<file path="src/rtl/clock_pkg.sv">
`default_nettype none
// +----------------------------------------------------------------------------+
// | clock_pkg                                                                  |
// | Shared constants, types and BCD helper for the clock timekeeping core.     |
// | Revision: 1.0                                                              |
// +----------------------------------------------------------------------------+
package clock_pkg;

    localparam logic [1:0] MODE_RUN      = 2'd0;
    localparam logic [1:0] MODE_SET_TIME = 2'd1;
    localparam logic [1:0] MODE_SHOW_ALM = 2'd2;
    localparam logic [1:0] MODE_SET_ALM  = 2'd3;

    localparam logic [7:0] BCD_HH_MAX   = 8'h23;
    localparam logic [7:0] BCD_MS_MAX   = 8'h59;
    localparam logic [7:0] ALARM_HH_RST = 8'h07;

    typedef enum logic [1:0] {
        FLD_NONE = 2'd0,
        FLD_HH   = 2'd1,
        FLD_MM   = 2'd2,
        FLD_SS   = 2'd3
    } edit_fld_t;

    typedef enum logic [1:0] {
        IDLE  = 2'd0,
        ED_HH = 2'd1,
        ED_MM = 2'd2,
        ED_SS = 2'd3
    } edit_state_t;

    // Two-digit BCD increment that wraps to 00 once the limit is reached.
    function automatic logic [7:0] bcd_inc(input logic [7:0] val, input logic [7:0] lim);
        logic [7:0] res;
        if (val >= lim)
            res = 8'h00;
        else if (val[3:0] == 4'd9)
            res = {val[7:4] + 4'd1, 4'd0};
        else
            res = {val[7:4], val[3:0] + 4'd1};
        return res;
    endfunction

    function automatic edit_fld_t to_field(input edit_state_t st);
        edit_fld_t f;
        case (st)
            ED_HH:   f = FLD_HH;
            ED_MM:   f = FLD_MM;
            ED_SS:   f = FLD_SS;
            default: f = FLD_NONE;
        endcase
        return f;
    endfunction

endpackage
`default_nettype wire

</file>
<file path="src/rtl/key_debounce.sv">
`default_nettype none
// +----------------------------------------------------------------------------+
// | key_debounce                                                               |
// | Two-flop synchronizer, stability counter and rising-edge pulse for a key.  |
// | Revision: 1.0                                                              |
// +----------------------------------------------------------------------------+
module key_debounce #(
    parameter int DEBOUNCE_CYC = 1_000_000
) (
    input  logic clk,
    input  logic rst,
    input  logic i_key,
    output logic o_pulse
);

    localparam int c_CW = (DEBOUNCE_CYC > 1) ? $clog2(DEBOUNCE_CYC) : 1;
    localparam logic [c_CW-1:0] c_CNT_MAX = c_CW'(DEBOUNCE_CYC - 1);

    logic            r_sync1;
    logic            r_sync2;
    logic [c_CW-1:0] r_cnt;
    logic            r_level;
    logic            r_level_d;
    logic            r_pulse;

    always_ff @(posedge clk) begin
        if (rst) begin
            r_sync1   <= 1'b0;
            r_sync2   <= 1'b0;
            r_cnt     <= '0;
            r_level   <= 1'b0;
            r_level_d <= 1'b0;
            r_pulse   <= 1'b0;
        end else begin
            r_sync1   <= i_key;
            r_sync2   <= r_sync1;
            r_level_d <= r_level;
            r_pulse   <= r_level & ~r_level_d;
            // Any sample agreeing with the accepted level restarts the run.
            if (r_sync2 == r_level) begin
                r_cnt <= '0;
            end else if (r_cnt == c_CNT_MAX) begin
                r_level <= r_sync2;
                r_cnt   <= '0;
            end else begin
                r_cnt <= r_cnt + c_CW'(1);
            end
        end
    end

    assign o_pulse = r_pulse;

endmodule
`default_nettype wire

</file>
<file path="src/rtl/clock_time_core.sv">
`default_nettype none
// +----------------------------------------------------------------------------+
// | clock_time_core                                                            |
// | Running BCD time, alarm registers, 1 Hz prescaler and key-driven editing.  |
// | Revision: 1.0                                                              |
// +----------------------------------------------------------------------------+
module clock_time_core
    import clock_pkg::*;
#(
    parameter int CLK_FREQ     = 50_000_000,
    parameter int DEBOUNCE_CYC = 1_000_000
) (
    input  logic       clk_50M,
    input  logic       rst,
    input  logic [3:0] state_mode,
    input  logic       key_sel,
    input  logic       key_add,
    output logic [7:0] time_hh,
    output logic [7:0] time_mm,
    output logic [7:0] time_ss,
    output logic [7:0] alarm_hh,
    output logic [7:0] alarm_mm,
    output logic [7:0] disp_hh,
    output logic [7:0] disp_mm,
    output logic [7:0] disp_ss,
    output logic [1:0] edit_field,
    output logic       sec_tick,
    output logic       alarm_hit
);

    localparam int c_PW = (CLK_FREQ > 1) ? $clog2(CLK_FREQ) : 1;
    localparam logic [c_PW-1:0] c_PRESC_MAX = c_PW'(CLK_FREQ - 1);

    logic [c_PW-1:0] r_presc;
    logic            r_sec_tick;
    logic            r_alarm_hit;
    logic [1:0]      r_mode_q;
    edit_state_t     r_state;
    logic [7:0]      r_hh, r_mm, r_ss;
    logic [7:0]      r_alm_hh, r_alm_mm;
    logic [7:0]      r_disp_hh, r_disp_mm, r_disp_ss;

    logic            w_sel_p, w_add_p;
    logic [1:0]      w_mode;
    logic            w_mode_chg, w_editing, w_edit_ok;
    logic            w_add_time, w_add_alm, w_show_time;
    logic [c_PW-1:0] w_presc_nxt;
    logic [7:0]      w_hh_nxt, w_mm_nxt, w_ss_nxt;
    logic [7:0]      w_alm_hh_nxt, w_alm_mm_nxt;

    key_debounce #(.DEBOUNCE_CYC(DEBOUNCE_CYC)) u_deb_sel (
        .clk     (clk_50M),
        .rst     (rst),
        .i_key   (key_sel),
        .o_pulse (w_sel_p)
    );

    key_debounce #(.DEBOUNCE_CYC(DEBOUNCE_CYC)) u_deb_add (
        .clk     (clk_50M),
        .rst     (rst),
        .i_key   (key_add),
        .o_pulse (w_add_p)
    );

    always_comb begin
        w_mode      = (state_mode > 4'd3) ? MODE_RUN : state_mode[1:0];
        w_mode_chg  = (w_mode != r_mode_q);
        w_editing   = (w_mode == MODE_SET_TIME) || (w_mode == MODE_SET_ALM);
        // Keys are ignored in the cycle a mode change re-targets the FSM.
        w_edit_ok   = w_editing && !w_mode_chg && (r_state != IDLE);
        w_add_time  = w_edit_ok && w_add_p && (w_mode == MODE_SET_TIME);
        w_add_alm   = w_edit_ok && w_add_p && (w_mode == MODE_SET_ALM);
        w_show_time = (w_mode == MODE_RUN) || (w_mode == MODE_SET_TIME);

        if (w_mode == MODE_SET_TIME)
            w_presc_nxt = '0;
        else if (r_presc == c_PRESC_MAX)
            w_presc_nxt = '0;
        else
            w_presc_nxt = r_presc + c_PW'(1);
    end

    always_comb begin
        w_hh_nxt = r_hh;
        w_mm_nxt = r_mm;
        w_ss_nxt = r_ss;
        if (r_sec_tick) begin
            w_ss_nxt = bcd_inc(r_ss, BCD_MS_MAX);
            if (r_ss == BCD_MS_MAX) begin
                w_mm_nxt = bcd_inc(r_mm, BCD_MS_MAX);
                if (r_mm == BCD_MS_MAX)
                    w_hh_nxt = bcd_inc(r_hh, BCD_HH_MAX);
            end
        end else if (w_add_time) begin
            case (r_state)
                ED_HH:   w_hh_nxt = bcd_inc(r_hh, BCD_HH_MAX);
                ED_MM:   w_mm_nxt = bcd_inc(r_mm, BCD_MS_MAX);
                ED_SS:   w_ss_nxt = bcd_inc(r_ss, BCD_MS_MAX);
                default: w_hh_nxt = r_hh;
            endcase
        end
    end

    always_comb begin
        w_alm_hh_nxt = r_alm_hh;
        w_alm_mm_nxt = r_alm_mm;
        if (w_add_alm) begin
            case (r_state)
                ED_HH:   w_alm_hh_nxt = bcd_inc(r_alm_hh, BCD_HH_MAX);
                ED_MM:   w_alm_mm_nxt = bcd_inc(r_alm_mm, BCD_MS_MAX);
                default: w_alm_hh_nxt = r_alm_hh;
            endcase
        end
    end

    always_ff @(posedge clk_50M) begin
        if (rst) begin
            r_presc     <= '0;
            r_sec_tick  <= 1'b0;
            r_alarm_hit <= 1'b0;
            r_mode_q    <= MODE_RUN;
            r_state     <= IDLE;
            r_hh        <= 8'h00;
            r_mm        <= 8'h00;
            r_ss        <= 8'h00;
            r_alm_hh    <= ALARM_HH_RST;
            r_alm_mm    <= 8'h00;
            r_disp_hh   <= 8'h00;
            r_disp_mm   <= 8'h00;
            r_disp_ss   <= 8'h00;
        end else begin
            r_presc    <= w_presc_nxt;
            r_sec_tick <= (w_mode != MODE_SET_TIME) && (w_presc_nxt == c_PRESC_MAX);
            r_mode_q   <= w_mode;
            r_hh       <= w_hh_nxt;
            r_mm       <= w_mm_nxt;
            r_ss       <= w_ss_nxt;
            r_alm_hh   <= w_alm_hh_nxt;
            r_alm_mm   <= w_alm_mm_nxt;

            r_alarm_hit <= r_sec_tick
                        && ((w_mode == MODE_RUN) || (w_mode == MODE_SHOW_ALM))
                        && (w_hh_nxt == r_alm_hh) && (w_mm_nxt == r_alm_mm)
                        && (w_ss_nxt == 8'h00);

            // Display tracks next-state values so it never lags the registers.
            if (w_show_time) begin
                r_disp_hh <= w_hh_nxt;
                r_disp_mm <= w_mm_nxt;
                r_disp_ss <= w_ss_nxt;
            end else begin
                r_disp_hh <= w_alm_hh_nxt;
                r_disp_mm <= w_alm_mm_nxt;
                r_disp_ss <= 8'h00;
            end

            if (w_mode_chg) begin
                r_state <= w_editing ? ED_HH : IDLE;
            end else if (!w_editing) begin
                r_state <= IDLE;
            end else if (w_sel_p) begin
                case (r_state)
                    ED_HH:   r_state <= ED_MM;
                    ED_MM:   r_state <= (w_mode == MODE_SET_TIME) ? ED_SS : ED_HH;
                    default: r_state <= ED_HH;
                endcase
            end
        end
    end

    assign time_hh    = r_hh;
    assign time_mm    = r_mm;
    assign time_ss    = r_ss;
    assign alarm_hh   = r_alm_hh;
    assign alarm_mm   = r_alm_mm;
    assign disp_hh    = r_disp_hh;
    assign disp_mm    = r_disp_mm;
    assign disp_ss    = r_disp_ss;
    assign edit_field = to_field(r_state);
    assign sec_tick   = r_sec_tick;
    assign alarm_hit  = r_alarm_hit;

endmodule
`default_nettype wire
</file>
<file path="config.mk">
export PLATFORM = sky130hd
export DESIGN_NAME = clock_time_core
export DESIGN_NICKNAME = d
export VERILOG_FILES = /design/src/rtl/clock_pkg.sv /design/src/rtl/key_debounce.sv /design/src/rtl/clock_time_core.sv
export SDC_FILE = /design/constraint.sdc
export NUM_CORES = 1
export LEC_CHECK = 0
export ABC_AREA = 0
export CELL_PAD_IN_SITES_DETAIL_PLACEMENT = 2
export CELL_PAD_IN_SITES_GLOBAL_PLACEMENT = 2
export CORE_ASPECT_RATIO = 0.7
export CORE_MARGIN = 2
export CORE_UTILIZATION = 36
export CTS_BUF_LIST = sky130_fd_sc_hd__clkbuf_4
export DETAILED_ROUTE_END_ITERATION = 8
export PLACE_DENSITY_LB_ADDON = 0.1
export SYNTH_ARGS = -nofsm -noshare
export SYNTH_HDL_FRONTEND = slang
export SYNTH_SLANG_ARGS = --single-unit
export TNS_END_PERCENT = 1
</file>
<file path="constraint.sdc">
create_clock -name clk_50M -period 3.3 [get_ports clk_50M]
set_clock_uncertainty 0.15 [all_clocks]
set_input_delay 0.33 -clock clk_50M [delete_from_list [all_inputs] [get_ports clk_50M]]
set_output_delay 0.33 -clock clk_50M [all_outputs]
set_load 0.05 [all_outputs]
</file>
==> flow_metrics.tcl <==
set metrics [dict create \
    outcome "completed" \
    slew_viol_final 0 \
    clockRootBuffer "clkbuf_4" \
    nFillCells 2238 \
    synthAdderAreaFrac_pct 3.736 \
    synth_compound_area_share_pct 13.08 \
    synth_edf_count 0 \
    total_power_mw 3.266 \
    synth_ff_type "dfxtp_1" \
    r2r_setup_slack_ns 0.16 \
    p_int_mw 2.392 \
    core.rowCount 43 \
    chipHeight_um 123.7 \
    rr_endpoint "alarm_hit" \
    path_cells "inv_1 -> ha_1 -> or4b_4 -> nor4b_4 -> buf_4 -> nor2_2 -> mux2_2 -> xor2_1 -> or4_1 -> nor4_2" \
    fin_crit_ns 3.139 \
    postSynthAreaPerCell_um2 8.411 \
    fin_area_um2 8887 \
    die-area_um2 21650 \
    multi_input_area_um2 4159 \
    worstHoldEndpoint "u_deb_add.r_sync1" \
    hold-path-cell-count 2 \
    yosysUniqueCellTypes 79 \
    async_flop_share_pct 0 \
    power_frac_comb_pct 6.1 \
    slew_headroom_pct 45.18 \
    ir_worst_vdd_mv 0.1702 \
    crit_path_top_delay_cell "or4b_4" \
    die_w_um 175.0 \
    finalNetCount 995 \
    r2r_cells 10 \
    swShare_pct 26.76 \
    synth_top_family_by_area "simple AND/OR/NAND/NOR gates" \
    cp_data_required_time_ns 3.63 \
    crit_fanout 5 \
    synth.area.mux_share_pct 1.579 \
    start_util_pct 36.91 \
    grt_max_degree 59 \
    drt_first_iter_violations 378 \
    fmax_mhz 318.5 \
    worstSkewPairLatency_ns 0.58 \
    worst_pin_slew_ns 0.8015 \
    via_per_inst 5.454 \
    pwr-share-seq_pct 55.0 \
    drive_gt1_share_pct 9.918 \
    synthSimpleGateAreaFrac_pct 28.73 \
    seq_area_frac_synth_pct 39.67 \
    leakage_nw 3.184 \
    cp-startpoint "r_state[0]" \
    p_sw_mw 0.8739 \
    power_density_nw_per_um2 367.5 \
    track_usage_pct 23.84 \
    design.core.area_um2 19960 \
    place_area_um2 8539 \
    drtAntennaViolNets 0 \
    critical-path-top-delay-family "simple AND/OR/NAND/NOR gates" \
    final_util_pct 44.52 \
    cts_tree "yes" \
    arrival_ns 3.47 \
    drv_cap 0 \
    syn_inst 876 \
    syn_nets 906 \
    netlist_area_um2 7368 \
    ys_seq_elements 146 \
    place.gp.congestion 0.9129 \
    dp_cells 1214 \
    endpoint_kind "flip-flop" \
    hold_start "key_add" \
    crit_type "flip-flop to flip-flop" \
    clk_pin_slew_ns 0.13 \
    vias 6818 \
    drc 0 \
    syn_to_final_growth_pct 20.61 \
    r2r-start "r_state[0]" \
    ctsHtreeMaxLevel 4 \
    final-hold-violation-count 0 \
    clkPwrFrac_pct 39.0 \
    clockBufferDepth 2 \
    first_global_vias 7253 \
    post-place-ws_ns 0.07212 \
    ios 76 \
    fin_crit_sh_pct 95.13 \
    setup_slack_ns 0.1607 \
    antenna_found_initial 2 \
    seq_area_um2 2925 \
    gr-total-overflow 0 \
    routedWlPerCell_um 20.00 \
    start_kind "flip-flop" \
    ys_warn_count 0 \
    place_hpwl_um 19030 \
    synth-xor-area-share_pct 9.153 \
    cpPeakStageDelay_ns 0.55 \
    clock-sinks 146 \
    setup_viol 0 \
    path_buf_inv 2 \
    firstDrtPassIters 4 \
    routed_wirelength_um 25010 \
    port_buffers 75 \
    hp-class "input port to flip-flop" \
    cts_made_buffers 17 \
    grt_pass1_wl_um 40140 \
    fin_cells 1250 \
]
[power groups by stage]
stage	logic [mW]	clock network, mW	registers, mW
finish	0.198	1.27	1.80
global route	0.215	1.40	1.80
CTS	0.199	1.32	1.80
detailed placement	0.196	0	1.83
global placement	0.190	0	1.83
floorplan	0.0862	0	1.87
[cell usage in the layout (no fill, tap or decap), types with 6 or more instances in the layout]
cell | synthesis | final
nor3_1 | 23 | 23
dfxtp_1 | 146 | 144
nand3_1 | 39 | 39
or3_1 | 9 | 8
ha_1 | 22 | 22
nand2_1 | 60 | 60
o21ai_0 | 18 | 18
xnor2_1 | 37 | 37
clkdlybuf4s50_1 | 0 | 74
nor2b_1 | 25 | 25
inv_1 | 31 | 31
o22ai_1 | 9 | 9
and4_1 | 8 | 8
nand2b_1 | 8 | 8
nor4_1 | 12 | 12
mux2i_1 | 6 | 6
buf_4 | 0 | 37
nor3b_1 | 7 | 7
nor2_1 | 146 | 146
a21oi_1 | 29 | 29
nand3b_1 | 6 | 6
xor2_1 | 40 | 40
clkbuf_4 | 0 | 18
nand4_1 | 18 | 18
and3_1 | 14 | 14
a21o_1 | 11 | 11
[repair_timing]
action / 4_1_cts / 5_1_grt
buffers inserted: 0 / 1
setup endpoints to repair: 0 / 2
resized for setup: 0 / 4
endpoints found under the hold margin: 1 / 0
hold buffers: 1 / 0
[worst max path at each step]
stage	endpoint	cells past startpoint	slack, ns
6_report	alarm_hit	10	0.16
5_1_grt	alarm_hit	10	-0.008
4_1_cts	alarm_hit	9	0.08
3_5_place_dp	alarm_hit	8	0.07
3_3_place_gp	alarm_hit	8	0.13
2_1_floorplan	alarm_hit	8	0.28
[cell usage after synthesis (3+ instances only)]
master    instances  area (um^2)
mux2i_1           6        60.06
and3_1           14        87.58
a31oi_1           5        31.28
inv_1            31        116.4
o32ai_1           4        35.03
o21a_1            3        22.52
mux2_2            5        56.30
nor3_1           23        115.1
nand3b_1          6        45.04
a41oi_1           4        35.03
nor4_1           12        75.07
xnor2_1          37        324.1
o21bai_1          3        22.52
nand2b_1          8        50.05
a21boi_0          4        30.03
or2_2             4        25.02
o21ai_0          18        90.09
nand4b_1          4        35.03
nor2b_1          25        156.4
nor4b_1           3        26.28
nand3_1          39        195.2
and2_1            4        25.02
and4_1            8        70.07
xor2_1           40        350.3
dfxtp_1         146         2923
clkbuf_1         34        127.6
o22ai_1           9        56.30
o31ai_1           5        37.54
a21oi_1          29        145.1
or3_1             9        56.30
a211oi_1          4        30.03
nor2_1          146        548.0
nand4_1          18        112.6
o31a_1            3        26.28
a21o_1           11        82.58
buf_2             5        25.02
ha_1             22        275.3
nand2_1          60        225.2
nor3b_1           7        52.55
a22oi_1           5        37.54
[registers in the layout, indices dropped and copies added (netlist names), 2 cells and up]
register / cells
alarm_mm: 8
time_ss: 8
alarm_hh: 8
disp_hh: 8
r_mode_q: 2
r_state: 2
u_deb_add.r_cnt: 20
time_hh: 8
time_mm: 8
disp_ss: 8
r_presc: 26
disp_mm: 8
u_deb_sel.r_cnt: 20
[cell families (layout without fill, tap and decap cells)]
| family | Yosys count | count (layout) |
|---|---|---|
| adders and majority gates | 22 | 22 |
| and+or+nand+nor | 409 | 409 |
| AOI/OAI and AO/OA | 137 | 137 |
| buffers and inverters | 74 | 176 |
| DFF | 146 | 146 |
| other | 0 | 2 |
| xor gates and xnor gates | 77 | 77 |
| muxes | 11 | 11 |
[area by class of cell]
class | instances | area share [%]
Clock buffer | 18 | 1.520
Inverter | 31 | 1.309
Antenna cell | 2 | 0.05631
Sequential cell | 146 | 32.92
Multi-Input combinational cell | 656 | 46.80
Clock inverter | 14 | 1.971
Tap cell | 270 | 3.801
Timing Repair Buffer | 113 | 11.63
[stage by stage]
step	setup TNS, ns	hold WS (ns)
4_1_cts	0	0.1583
3_5_place_dp	0	0.2323
6_report	0	0.1920
5_1_grt	-0.007722	0.1319
2_1_floorplan	0	0.2174
3_3_place_gp	0	0.2245
[layer usage]
metal	share of wire, %	wire length [um]	GRT usage [%]
met5	0	0	0
met4	1.3	320	6.094
met3	4.2	1055	4.915
met2	47	11850	40.54
met1	47	11780	31.15
No activity file was read; power rests on OpenSTA's default activity.
